===== src/rtl/deframer.sv =====
// Receive-side deframer: unpacks payload bytes LSB-first into elements, checks the two-byte tail,
// and hunts for the tail sequence after a mismatch. Define DEFRAMER_STATS_EN for frame/error counters.
module deframer #(
    parameter int unsigned unpacked_width_p   = 1,
    parameter int unsigned packed_num_p       = 8,
    parameter int unsigned packet_len_elems_p = 75684,
    parameter logic [7:0]  tail_byte_0_p      = 8'h0D,
    parameter logic [7:0]  tail_byte_1_p      = 8'h0A
) (
    input  logic                        clk_i,
    input  logic                        reset_i,
    input  logic                        valid_i,
    input  logic [7:0]                  data_i,
    output logic                        ready_o,
    output logic                        valid_o,
    output logic [unpacked_width_p-1:0] unpacked_o,
    output logic                        last_o,
    input  logic                        ready_i,
    output logic                        frame_done_o,
    output logic                        frame_err_o
`ifdef DEFRAMER_STATS_EN
    ,
    output logic [15:0]                 frame_count_o,
    output logic [15:0]                 err_count_o
`endif
);

    localparam int unsigned CW = $clog2(packet_len_elems_p + 1);
    localparam int unsigned HW = $clog2(packed_num_p + 1);
    localparam logic [CW-1:0] LEN_C    = CW'(packet_len_elems_p);
    localparam logic [CW-1:0] LAST_IDX = CW'(packet_len_elems_p - 1);
    localparam logic [CW-1:0] PN_C     = CW'(packed_num_p);

    typedef enum logic [2:0] {
        S_PAYLOAD,
        S_TAIL0,
        S_TAIL1,
        S_HUNT,
        S_HUNT_T1
    } state_t;

    state_t        state_q, state_d;
    logic [7:0]    hold_q, hold_d;
    logic [HW-1:0] left_q, left_d;
    logic [CW-1:0] cnt_q, cnt_d;
    logic [CW-1:0] remaining;
    logic          done_q, done_d, err_q, err_d;
    logic          accept, retire;

    // hold_q shifts right as elements retire, so the current element is always at the bottom.
    assign valid_o      = (state_q == S_PAYLOAD) && (left_q != '0);
    assign unpacked_o   = hold_q[unpacked_width_p-1:0];
    assign last_o       = valid_o && (cnt_q == LAST_IDX);
    assign retire       = valid_o && ready_i;
    assign ready_o      = !reset_i && ((state_q != S_PAYLOAD) || (left_q == '0) ||
                                       (retire && (left_q == HW'(1)) && !last_o));
    assign accept       = valid_i && ready_o;
    assign frame_done_o = done_q;
    assign frame_err_o  = err_q;

    always_comb begin
        state_d   = state_q;
        hold_d    = hold_q;
        left_d    = left_q;
        cnt_d     = cnt_q;
        done_d    = 1'b0;
        err_d     = 1'b0;
        remaining = '0;
        case (state_q)
            S_PAYLOAD: begin
                if (retire) begin
                    hold_d = hold_q >> unpacked_width_p;
                    left_d = left_q - HW'(1);
                    if (last_o) begin
                        cnt_d   = '0;
                        state_d = S_TAIL0;
                    end else begin
                        cnt_d = cnt_q + CW'(1);
                    end
                end
                // A short final byte only exposes the elements still owed to the frame.
                if (accept) begin
                    hold_d    = data_i;
                    remaining = LEN_C - cnt_d;
                    left_d    = (remaining >= PN_C) ? HW'(packed_num_p) : HW'(remaining);
                end
            end
            S_TAIL0: begin
                if (accept) begin
                    if (data_i == tail_byte_0_p) begin
                        state_d = S_TAIL1;
                    end else begin
                        err_d   = 1'b1;
                        state_d = S_HUNT;
                    end
                end
            end
            S_TAIL1: begin
                if (accept) begin
                    if (data_i == tail_byte_1_p) begin
                        done_d  = 1'b1;
                        state_d = S_PAYLOAD;
                    end else if (data_i == tail_byte_0_p) begin
                        err_d = 1'b1;
                    end else begin
                        err_d   = 1'b1;
                        state_d = S_HUNT;
                    end
                end
            end
            S_HUNT: begin
                if (accept && (data_i == tail_byte_0_p)) state_d = S_HUNT_T1;
            end
            S_HUNT_T1: begin
                if (accept) begin
                    if (data_i == tail_byte_1_p)      state_d = S_PAYLOAD;
                    else if (data_i != tail_byte_0_p) state_d = S_HUNT;
                end
            end
            default: state_d = S_PAYLOAD;
        endcase
    end

    always_ff @(posedge clk_i or posedge reset_i) begin
        if (reset_i) begin
            state_q <= S_PAYLOAD;
            hold_q  <= '0;
            left_q  <= '0;
            cnt_q   <= '0;
            done_q  <= 1'b0;
            err_q   <= 1'b0;
        end else begin
            state_q <= state_d;
            hold_q  <= hold_d;
            left_q  <= left_d;
            cnt_q   <= cnt_d;
            done_q  <= done_d;
            err_q   <= err_d;
        end
    end

`ifdef DEFRAMER_STATS_EN
    always_ff @(posedge clk_i or posedge reset_i) begin
        if (reset_i) begin
            frame_count_o <= '0;
            err_count_o   <= '0;
        end else begin
            if (done_q && (frame_count_o != 16'hFFFF)) frame_count_o <= frame_count_o + 16'd1;
            if (err_q && (err_count_o != 16'hFFFF))    err_count_o   <= err_count_o + 16'd1;
        end
    end
`endif

endmodule


===== config.mk =====
export PLATFORM = sky130hd
export DESIGN_NAME = deframer
export DESIGN_NICKNAME = d
export VERILOG_FILES = /design/src/rtl/deframer.sv
export SDC_FILE = /design/constraint.sdc
export NUM_CORES = 1
export LEC_CHECK = 0
export BUFFER_PORTS_ARGS = -buffer_cell sky130_fd_sc_hd__buf_2
export CAP_MARGIN = 10
export CORE_MARGIN = 4
export CORE_UTILIZATION = 40
export DETAILED_ROUTE_END_ITERATION = 8
export PLACE_DENSITY = 0.59
export SLEW_MARGIN = 10
export SYNTH_ARGS = -nofsm -noshare
export SYNTH_HDL_FRONTEND = slang
export SYNTH_SLANG_ARGS = --single-unit

===== constraint.sdc =====
create_clock -name clk_i -period 4.85 [get_ports clk_i]
set_input_delay 0.7275 -clock clk_i [delete_from_list [all_inputs] [get_ports clk_i]]
set_output_delay 0.7275 -clock clk_i [all_outputs]
set_load 0.005 [all_outputs]

# [Yosys cells after proc, flatten, opt, wreduce, memory -nomap -nowiden]
# Cells that the tools add are included.
[word_totals] mem_count=0 romBits=0 in_bits=12 output_inout_bits=6 latchBits=0 register_bits=34 ramBits=0 elab_cells=74
[classes] addsub=3 shifts=0 div=0 n_bitwise=0 n_mux=28 mul=0 reduce_logical=19 n_eq_ne=17 n_lt_le_gt_ge=1
[ops] op="two-way mux 17 bit" n=3
[ops] op="two-way mux 3 bit" n=10
[ops] op="adder 17 x 1 -> 17 bit (second input constant)" n=1
[ops] op="== test 17 bit (second input constant)" n=1
[ops] op=">= comparator 17 x 4 -> 1 bit (second input constant)" n=1
[ops] op="subtractor 17 bit (first input constant)" n=1
[ops] op="== test 8 x 4 -> 1 bit (second input constant)" n=2
[ops] op="two-way mux 8 bit" n=2
[ops] op="one-hot mux 3 bit (5 select lines)" n=1
[ops] op="two-way mux 4 bit" n=3
[ops] op="!= test 2 bit (second input constant)" n=6
[ops] op="logical AND 1 bit" n=8
[ops] op="two-way mux 1 bit" n=8
[ops] op="!= test 8 x 4 -> 1 bit (second input constant)" n=1
[ops] op="AND reduction 8 bit" n=1
[ops] op="== test 3 x 2 -> 1 bit (second input constant)" n=2
[ops] op="!= test 3 bit (second input constant)" n=2
[ops] op="== test 4 x 1 -> 1 bit (second input constant)" n=1
[ops] op="zero test 4 bit" n=1
[ops] op="nonzero test 4 bit" n=1
[ops] op="subtractor 4 x 1 -> 4 bit (second input constant)" n=1
[ops] op="== test 3 x 1 -> 1 bit (second input constant)" n=1
[ops] op="== test 3 bit (second input constant)" n=1
[ops] op="zero test 3 bit" n=1
[ops] op="other kinds (6)" n=8

# [Depth between registers and ports, before layout]
# Gate-level depths: netlist (run 1).
[logic_depth] depth_word=11 depth_mapped=18 ltp_nobuf=17

# [Worst setup path before layout (run 1)]
# Ideal clock, no wire load.
[synth_timing] path_type="input to register" from="input ready_i" to="register left_q[3]" arrival_ps=3467 setup_time_ps=124 path_slack_ps=1259 stages=16 cell_sequence="buf_2 > and3_1 > clkbuf_1 > nand2_1 > o21ai_0 > inv_1 > ha_1 > nand2b_1 > a41oi_1 > a31oi_1 > xnor2_1 > or3_1 > a22o_1 > a2111oi_4 > inv_1 > o31a_1"
[synth_via] elab_chain_cells=8
[synth_lines] element="start: declaration" line="18" text="input logic ready_i,"
[synth_lines] element="logical AND 1 bit *" line="54" text="assign retire = valid_o && ready_i;"
[synth_lines] element="branches (longest 7 deep; another with subtractor 17 bit)"
[synth_lines] element="end signal: assignment" line="135" text="left_q <= left_d;"
[synth_lines] element="end: declaration" line="44" text="logic [HW-1:0] left_q, left_d;"
# Every way passes the cells marked *. The select of a mux whose other input is x is not followed.
# A chain may end at the register's enable or synchronous reset.

# [Worst setup path after layout (run 1)]
[layout_timing] from="register state_q[0]" to="register left_q[3]"
[layout_via] elab_chain_cells=10
[layout_lines] element="start: declaration" line="42" text="state_t state_q, state_d;"
[layout_lines] element="start signal: assignment" line="133" text="state_q <= state_d;"
[layout_lines] element="zero test 3 bit" line="51, 69"
[layout_lines] element="logical AND 1 bit" line="51" text="assign valid_o = (state_q == S_PAYLOAD) && (left_q != '0);"
[layout_lines] element="logical AND 1 bit (on tied branches)" line="53, 54"
[layout_lines] element="two-way mux 17 bit (tied with other cells)" line="74" text="if (last_o) begin"
[layout_lines] element="two-way mux 17 bit or logical AND 1 bit (tied branches)" line="71, 56"
[layout_lines] element="two-way mux 17 bit or logical OR 1 bit (tied branches)" line="69, 55"
[layout_lines] element="subtractor 17 bit or logical AND 1 bit (tied branches)" line="84, 55"
[layout_lines] element=">= comparator 17 x 4 -> 1 bit or logical AND 1 bit (tied branches)" line="85, 57"
[layout_lines] element="two-way mux 4 bit or nonzero test 2 bit (tied branches)"
[layout_lines] element="two-way mux 4 bit or AND reduction 2 bit (tied branches)"
# Several ways; a longest one is shown, not always the timed one. The select of a mux whose other input is x is not followed.

==> results by group, run 1 <==
Cells and area
  – Area delta synth->final: 9.11%
  – Fin nets: 334
  – ANT cells: 0
  – Fin area: 2860 um2
  – Share of cells above drive strength 1: 13.8%
  – Most frequent cells in the layout: dfrtp_1 (34), nand2_1 (32), o21ai_0 (26)
  – Commonest non-fill, non-tap cell in the layout: dfrtp_1

Timing
  – Worst Skew: 10.1 ps
  – Fin. max-slew vios: 0
  – Final setup vio count: 0
  – Rel. slew slack: 46.7%
  – Minimum clock period after layout: 4200 ps
  – Final hold vios: 0
  – Max Fclk: 238 MHz
  – TNS Setup: 0 ps
  – Final period util: 86.5%
  – Slew of the pin with the lowest slew margin: 789 ps
  – RSZ-0062 raised after global routing: no

Power
  – Max VDD drop: 0.233 mV
  – Internal power: 0.000649 W
  – Psw: 0.000400 W
  – Sequential Power Share: 41.0%
  – Pwr/cell area: 366 nW/um2
  – Clock share of power: 25.9%
  – Tot Pwr: 0.00105 W
  – Comb power frac: 33.1%
  – Switch share: 38.2%
  – Leak Pwr: 1.16 nW

Route
  – Iter 0 DRT Violations: 154
  – 1st-pass router iterations: 4
  – Final wirelength: 6610 um
  – Antenna Nets Post-Route: 0
  – Vias: 2318
  – Per-cell routed wire length: 16.7 um
  – Final routed DRC violation total: 0
  – Vias per cell: 5.87

Worst setup path
  – Setup crit end kind: flip-flop
  – Worst EP required: 5040 ps
  – Critical path class: flip-flop to flip-flop
  – CP Max Fanout: 16
  – Worst reg2reg setup slack: 650 ps
  – CP Launch Type: flip-flop
  – CP arrival: 4380 ps

Global routing
  – Gr usage total: 18.3%
  – Global routing's busiest layer: met2
  – GRT met2 Usage: 27.7%
  – Gr ovfl total: 0
  – First-pass GRT wire length: 11200 um
  – Vias in the first global route: 2159
  – Initial antenna violation count: 0
  – M3 GR Usage: 3.50%
  – Largest net degree at the start of global routing: 36
  – M1 GR Usage: 26.3%

Yosys
  – Simple-gate portion of the synthesized area: 30.4%
  – Synth cell types: 64
  – Synth Area in Adders: 2.77%
  – Dominant combinational cell family by area after synthesis: simple AND/OR/NAND/NOR gates
  – Syn nets: 324
  – Async set or reset register ratio after synthesis: 100%
  – Synth Instances: 307
  – XOR/XNOR Fraction of Synth Area: 5.96%
  – Multiplexer share of the synthesized area: 3.05%
  – Syn Area/Cell: 8.54 um2
  – YS warnings: 0
  – Post-synthesis compound-gate area fraction: 20.3%
  – Syn Std Cell Area: 2620 um2
  – Post-synth EDFFs: 0
  – Register area share after synthesis: 32.4%
  – #FFs+latches synth: 34
  – Main synth FF type: dfrtp_1

Die
  – Starting density of the core: 41.3%
  – Full die area: 7920 um2
  – Total core area: 6350 um2
  – I/O Pins: 18
  – FP Rows: 29
  – Die Height: 89.0 um
  – Die X: 89.0 um

Clocking
  – PostCTS Resize Cnt: 0
  – Hold_buf cts: 0
  – CTS tree: yes
  – Max clock buf depth: 2
  – Total CTS buffers: 5
  – Clk pin slew, worst setup/hold paths: 80 ps
  – # clock sinks: 34
  – Clock root cell: clkbuf_8
  – H-tree depth: 2
  – Postcts setup bufs: 0
  – Later-pin clock latency in the skew report: 300 ps

Placement
  – Placement Cell Area: 2750 um2
  – Buffers on Ports: 17
  – Final GP Congestion: 0.868
  – DP Wirelength: 4810 um

Outcome
  – Status: finished clean

Hold path
  – Hold/Removal Path Class: flip-flop to flip-flop

Run
  – Max-cap violation count: 0
==> layer usage <==
layer	part of all wire (%)	up-vias
met5	0	-
met4	1.5	0
met3	4.9	8
met2	45	60
met1	48	1096
li1	-	1154
==> worst paths after layout <==
path	from	end	depth (start not counted)
setup / recovery	state_q[0]	left_q[3]	15
hold reg to reg	hold_q[1]	hold_q[1]	2
min in group asynchronous	reset_i	left_q[3]	3
setup reg to reg	state_q[0]	left_q[3]	15
hold / removal	hold_q[1]	hold_q[1]	2
max in group asynchronous	reset_i	cnt_q[10]	3
==> worst max-delay path, cell delays in order (launching register included) <==
cell       delay, ps
dfrtp_1          550
nor3_4           590
and3_1           400
nand2_1           80
o21ai_0          280
inv_1            100
ha_1             240
nand2b_1         170
a41oi_1          200
a31oi_1           80
xnor2_1          140
or3_1            330
a22o_1           240
a2111oi_4        370
inv_1             70
o31a_1           240
==> stage by stage <==
step           utilization (%)  worst slack (ps)  instances  hold WS [ps]
2_1_floorplan                -              1260        307           449
3_3_place_gp              43.3               788        387           463
3_5_place_dp              43.3               699        387           470
4_1_cts                   45.1               676        395           489
5_1_grt                   45.1               332        395           508
6_report                  45.1               654        395           490
==> cell type report <==
class                      instances  area (um2)
sequential                        34         851
multi-input combinational        242        1640
fill                             621        3490
timing repair buffer              20         108
clock inverter                     3        45.0
clock buffer                       5        68.8
inverter                          14        52.6
tap                               77        96.3
==> state kept, by name (all words and copies together) (netlist names) <==
signal and flops:
hold_q 8, state_q 3, left_q 4, cnt_q 17, frame_err_o 1, frame_done_o 1
==> power by group through the flow <==
stage / combinational [W] / sequential, W / clock, W
after floorplan: 0.000288 / 0.000401 / 0
after global placement: 0.000340 / 0.000430 / 0
after detailed placement: 0.000345 / 0.000435 / 0
after CTS: 0.000347 / 0.000429 / 0.000284
after global routing: 0.000394 / 0.000441 / 0.000294
final: 0.000347 / 0.000430 / 0.000272
==> synth_stat cells, drive strengths merged, types with 3 or more instances <==
library cell	n	share of area (%)
o21a	3	0.86
nand2b	3	0.72
nor2b	3	0.72
ha	5	2.4
mux2i	8	3.1
o31ai	5	1.4
nor3b	3	0.86
or3	5	1.6
or2	4	0.95
buf	9	1.9
nand4	12	2.9
nor3	14	3.3
and4	4	1.4
o211ai	3	0.86
nand2	33	4.8
dfrtp	34	32
nor2	14	2.0
nand3	13	2.7
a21oi	10	1.9
nor4	8	2.1
and4b	5	1.9
a31oi	3	0.72
nor4b	3	1.0
clkbuf	8	1.1
and3	4	0.95
o21ai	29	6.1
xor2	5	1.7
inv	14	2.0
a22oi	3	0.86
xnor2	12	4.3
and2	5	1.2
==> kinds of logic after synthesis <==
| logic type | Yosys count |
|---|---|
| xor+xnor | 17 |
| mux | 8 |
| fa+ha+maj | 6 |
| simple gates | 137 |
| flops | 34 |
| compound gates | 74 |
| buf+inv | 31 |
(Power assumes the default switching activity.)
==> inputs of run 2 (changes only) <==
- PLACE_DENSITY: 0.59 -> unset
==> results by group, run 2 (synthesized netlist as in run 1, its figures left out) <==
Timing
  – RSZ-0062 raised after global routing: no
  – Final period util: 86.1% (-0.40 points)
  – Rel. slew slack: 48.0% (+1.3 points)
  – Slew of the pin with the lowest slew margin: 770 ps (-19.3 ps)
  – Final setup vio count: 0 (unchanged)
  – Final hold vios: 0 (unchanged)
  – Max Fclk: 239 MHz (+0.46%)
  – Worst Skew: 11.0 ps (+0.854 ps)
  – Minimum clock period after layout: 4180 ps (-19.4 ps)
  – Fin. max-slew vios: 0 (unchanged)
  – TNS Setup: 0 ps (unchanged)

Clocking
  – Max clock buf depth: 2 (unchanged)
  – Clock root cell: clkbuf_8
  – # clock sinks: 34 (unchanged)
  – Later-pin clock latency in the skew report: 290 ps (about the same)
  – Clk pin slew, worst setup/hold paths: 80 ps (about the same)
  – CTS tree: yes
  – Postcts setup bufs: 0 (unchanged)
  – PostCTS Resize Cnt: 0 (unchanged)
  – Total CTS buffers: 5 (unchanged)
  – Hold_buf cts: 0 (unchanged)
  – H-tree depth: 2 (unchanged)

Worst setup path
  – Worst reg2reg setup slack: 670 ps (+20 ps)
  – Worst EP required: 5040 ps (about the same)
  – CP Launch Type: flip-flop
  – Critical path class: flip-flop to flip-flop
  – Worst path bufs/invs: 1 (-1)
  – CP Max Fanout: 16 (unchanged)
  – CP delay by family, top: simple AND/OR/NAND/NOR gates
  – Setup crit end kind: flip-flop
  – RR Startpoint: state_q[0]
  – Max incr delay on CP: 580 ps (about the same)
  – Worst-path cell chain: nor3_4 -> and3_1 -> nand2_1 -> o21ai_0 -> inv_1 -> ha_1 -> nand2b_1 -> a41oi_1 -> a31oi_1 -> xnor2_1 -> or3_1 -> a22o_1 -> a2111oi_4 -> nand2_1 -> o31ai_1
  – Most used cell, CP: nand2_1
  – Worst path slowest cell: nor3_4
  – CP arrival: 4370 ps (about the same)
  – Reg-to-Reg End: left_q[0]
  – R2R depth: 15 (unchanged)

Power
  – Sequential Power Share: 42.7% (+1.7 points)
  – Leak Pwr: 1.16 nW (-0.27%)
  – Max VDD drop: 0.212 mV (-9.2%)
  – Pwr/cell area: 354 nW/um2 (-3.5%)
  – Clock share of power: 23.1% (-2.8 points)
  – Comb power frac: 34.2% (+1.1 points)
  – Switch share: 39.4% (+1.2 points)
  – Internal power: 0.000610 W (-6.0%)
  – Psw: 0.000396 W (-1.0%)

Hold path
  – Hold path depth: 2 (unchanged)
  – Hold/Removal Path Class: flip-flop to flip-flop
  – Hold path start: hold_q[5]
  – Hold Crit Endpoint: hold_q[5]

Die
  – Total core area: 6350 um2 (unchanged)
  – Starting density of the core: 41.3% (unchanged)
  – Full die area: 7920 um2 (unchanged)
  – I/O Pins: 18 (unchanged)
  – FP Rows: 29 (unchanged)
  – Die X: 89.0 um (unchanged)
  – Die Height: 89.0 um (unchanged)

Global routing
  – Vias in the first global route: 2217 (+2.7%)
  – Gr usage total: 17.9% (-0.35 points)
  – Largest net degree at the start of global routing: 36 (unchanged)
  – Gr ovfl total: 0 (unchanged)
  – First-pass GRT wire length: 11100 um (-1.2%)
  – Initial antenna violation count: 0 (unchanged)

Placement
  – DP Wirelength: 4820 um (+0.14%)
  – Final GP Congestion: 0.899 (+3.5%)
  – Buffers on Ports: 17 (unchanged)

Route
  – Antenna Nets Post-Route: 0 (unchanged)
  – Iter 0 DRT Violations: 185 (+20%)
  – 1st-pass router iterations: 4 (unchanged)
  – Per-cell routed wire length: 16.6 um (-0.98%)
  – Final wirelength: 6540 um (-0.98%)
  – Final routed DRC violation total: 0 (unchanged)
  – Vias: 2351 (+1.4%)
  – Vias per cell: 5.95 (+1.4%)

Cells and area
  – Commonest non-fill, non-tap cell in the layout: dfrtp_1
  – Fill cells: 621 (unchanged)
  – Final Core Density: 44.8% (-0.30 points)
  – Max FFs per register: 17 (unchanged)
  – ANT cells: 0 (unchanged)
  – Register with the most flip-flops: cnt_q
  – Largest registers: cnt_q x17, hold_q x8, left_q x4
  – Area delta synth->final: 8.40%
  – Most frequent cells in the layout: dfrtp_1 (34), nand2_1 (32), o21ai_0 (26)
  – Fin nets: 334 (unchanged)
  – Share of cells above drive strength 1: 13.8% (unchanged)

Run
  – Max-cap violation count: 0 (unchanged)

Outcome
  – Status: finished clean
[run 2: changes by cell type in the layout (fill, tap and decap cells not counted), sizes merged]
cell / previous run / this run
clkinv: 0 / 1
clkinvlp: 2 / 1
bufinv: 1 / 0
clkbuf: 5 / 6
[run 2: worst max path at each step]
stage,from,to,slack [ps],depth (start not counted)
2_1_floorplan,ready_i,left_q[3],1260,16
3_3_place_gp,state_q[0],left_q[0],820,15
3_5_place_dp,state_q[0],left_q[0],720,15
4_1_cts,state_q[0],left_q[0],680,15
5_1_grt,state_q[0],left_q[0],300,15
6_report,state_q[0],left_q[0],670,15
[run 2: cell type report]
type / count / area, um2 / area share (%)
Timing Repair Buffer: 20 / 108 / 3.79
Sequential cell: 34 / 851 / 29.9
Clock inverter: 2 / 12.5 / 0.440
Inverter: 14 / 52.6 / 1.85
Tap cell: 77 / 96.3 / 3.39
Clock buffer: 6 / 82.6 / 2.90
Multi-Input combinational cell: 242 / 1640 / 57.7
[run 2: routing by layer]
metal,track usage (%),routed length (um)
met1,24.2,3180
met4,5.68,93
met2,28.9,3010
met5,0,0
met3,3.59,268
[run 2: worst register-to-register path, stage by stage (launching register included)]
cell       delay (ps)
dfrtp_1           560
nor3_4            580
and3_1            390
nand2_1            70
o21ai_0           270
inv_1             110
ha_1              240
nand2b_1          170
a41oi_1           170
a31oi_1            70
xnor2_1           140
or3_1             320
a22o_1            230
a2111oi_4         400
nand2_1           120
o31ai_1           240
[run 2: through the flow]
| stage | cells | hold WS (ps) | cell area (um2) | worst slack [ps] | total power (W) |
|---|---|---|---|---|---|
| floorplan | 307 | 449 | 2620 | 1260 | 0.000689 |
| finish | 395 | 486 | 2840 | 674 | 0.00101 |
| detailed placement | 387 | 474 | 2750 | 716 | 0.000779 |
| global route | 395 | 519 | 2840 | 305 | 0.00109 |
| CTS | 395 | 493 | 2840 | 684 | 0.00101 |
| global placement | 387 | 465 | 2750 | 817 | 0.000770 |
[run 2: power groups by stage]
stage,registers (W),logic [W],clock network (W)
floorplan,0.000401,0.000288,0
global placement,0.000429,0.000341,0
detailed placement,0.000434,0.000344,0
CTS,0.000429,0.000346,0.000240
global route,0.000443,0.000397,0.000248
finish,0.000429,0.000344,0.000232
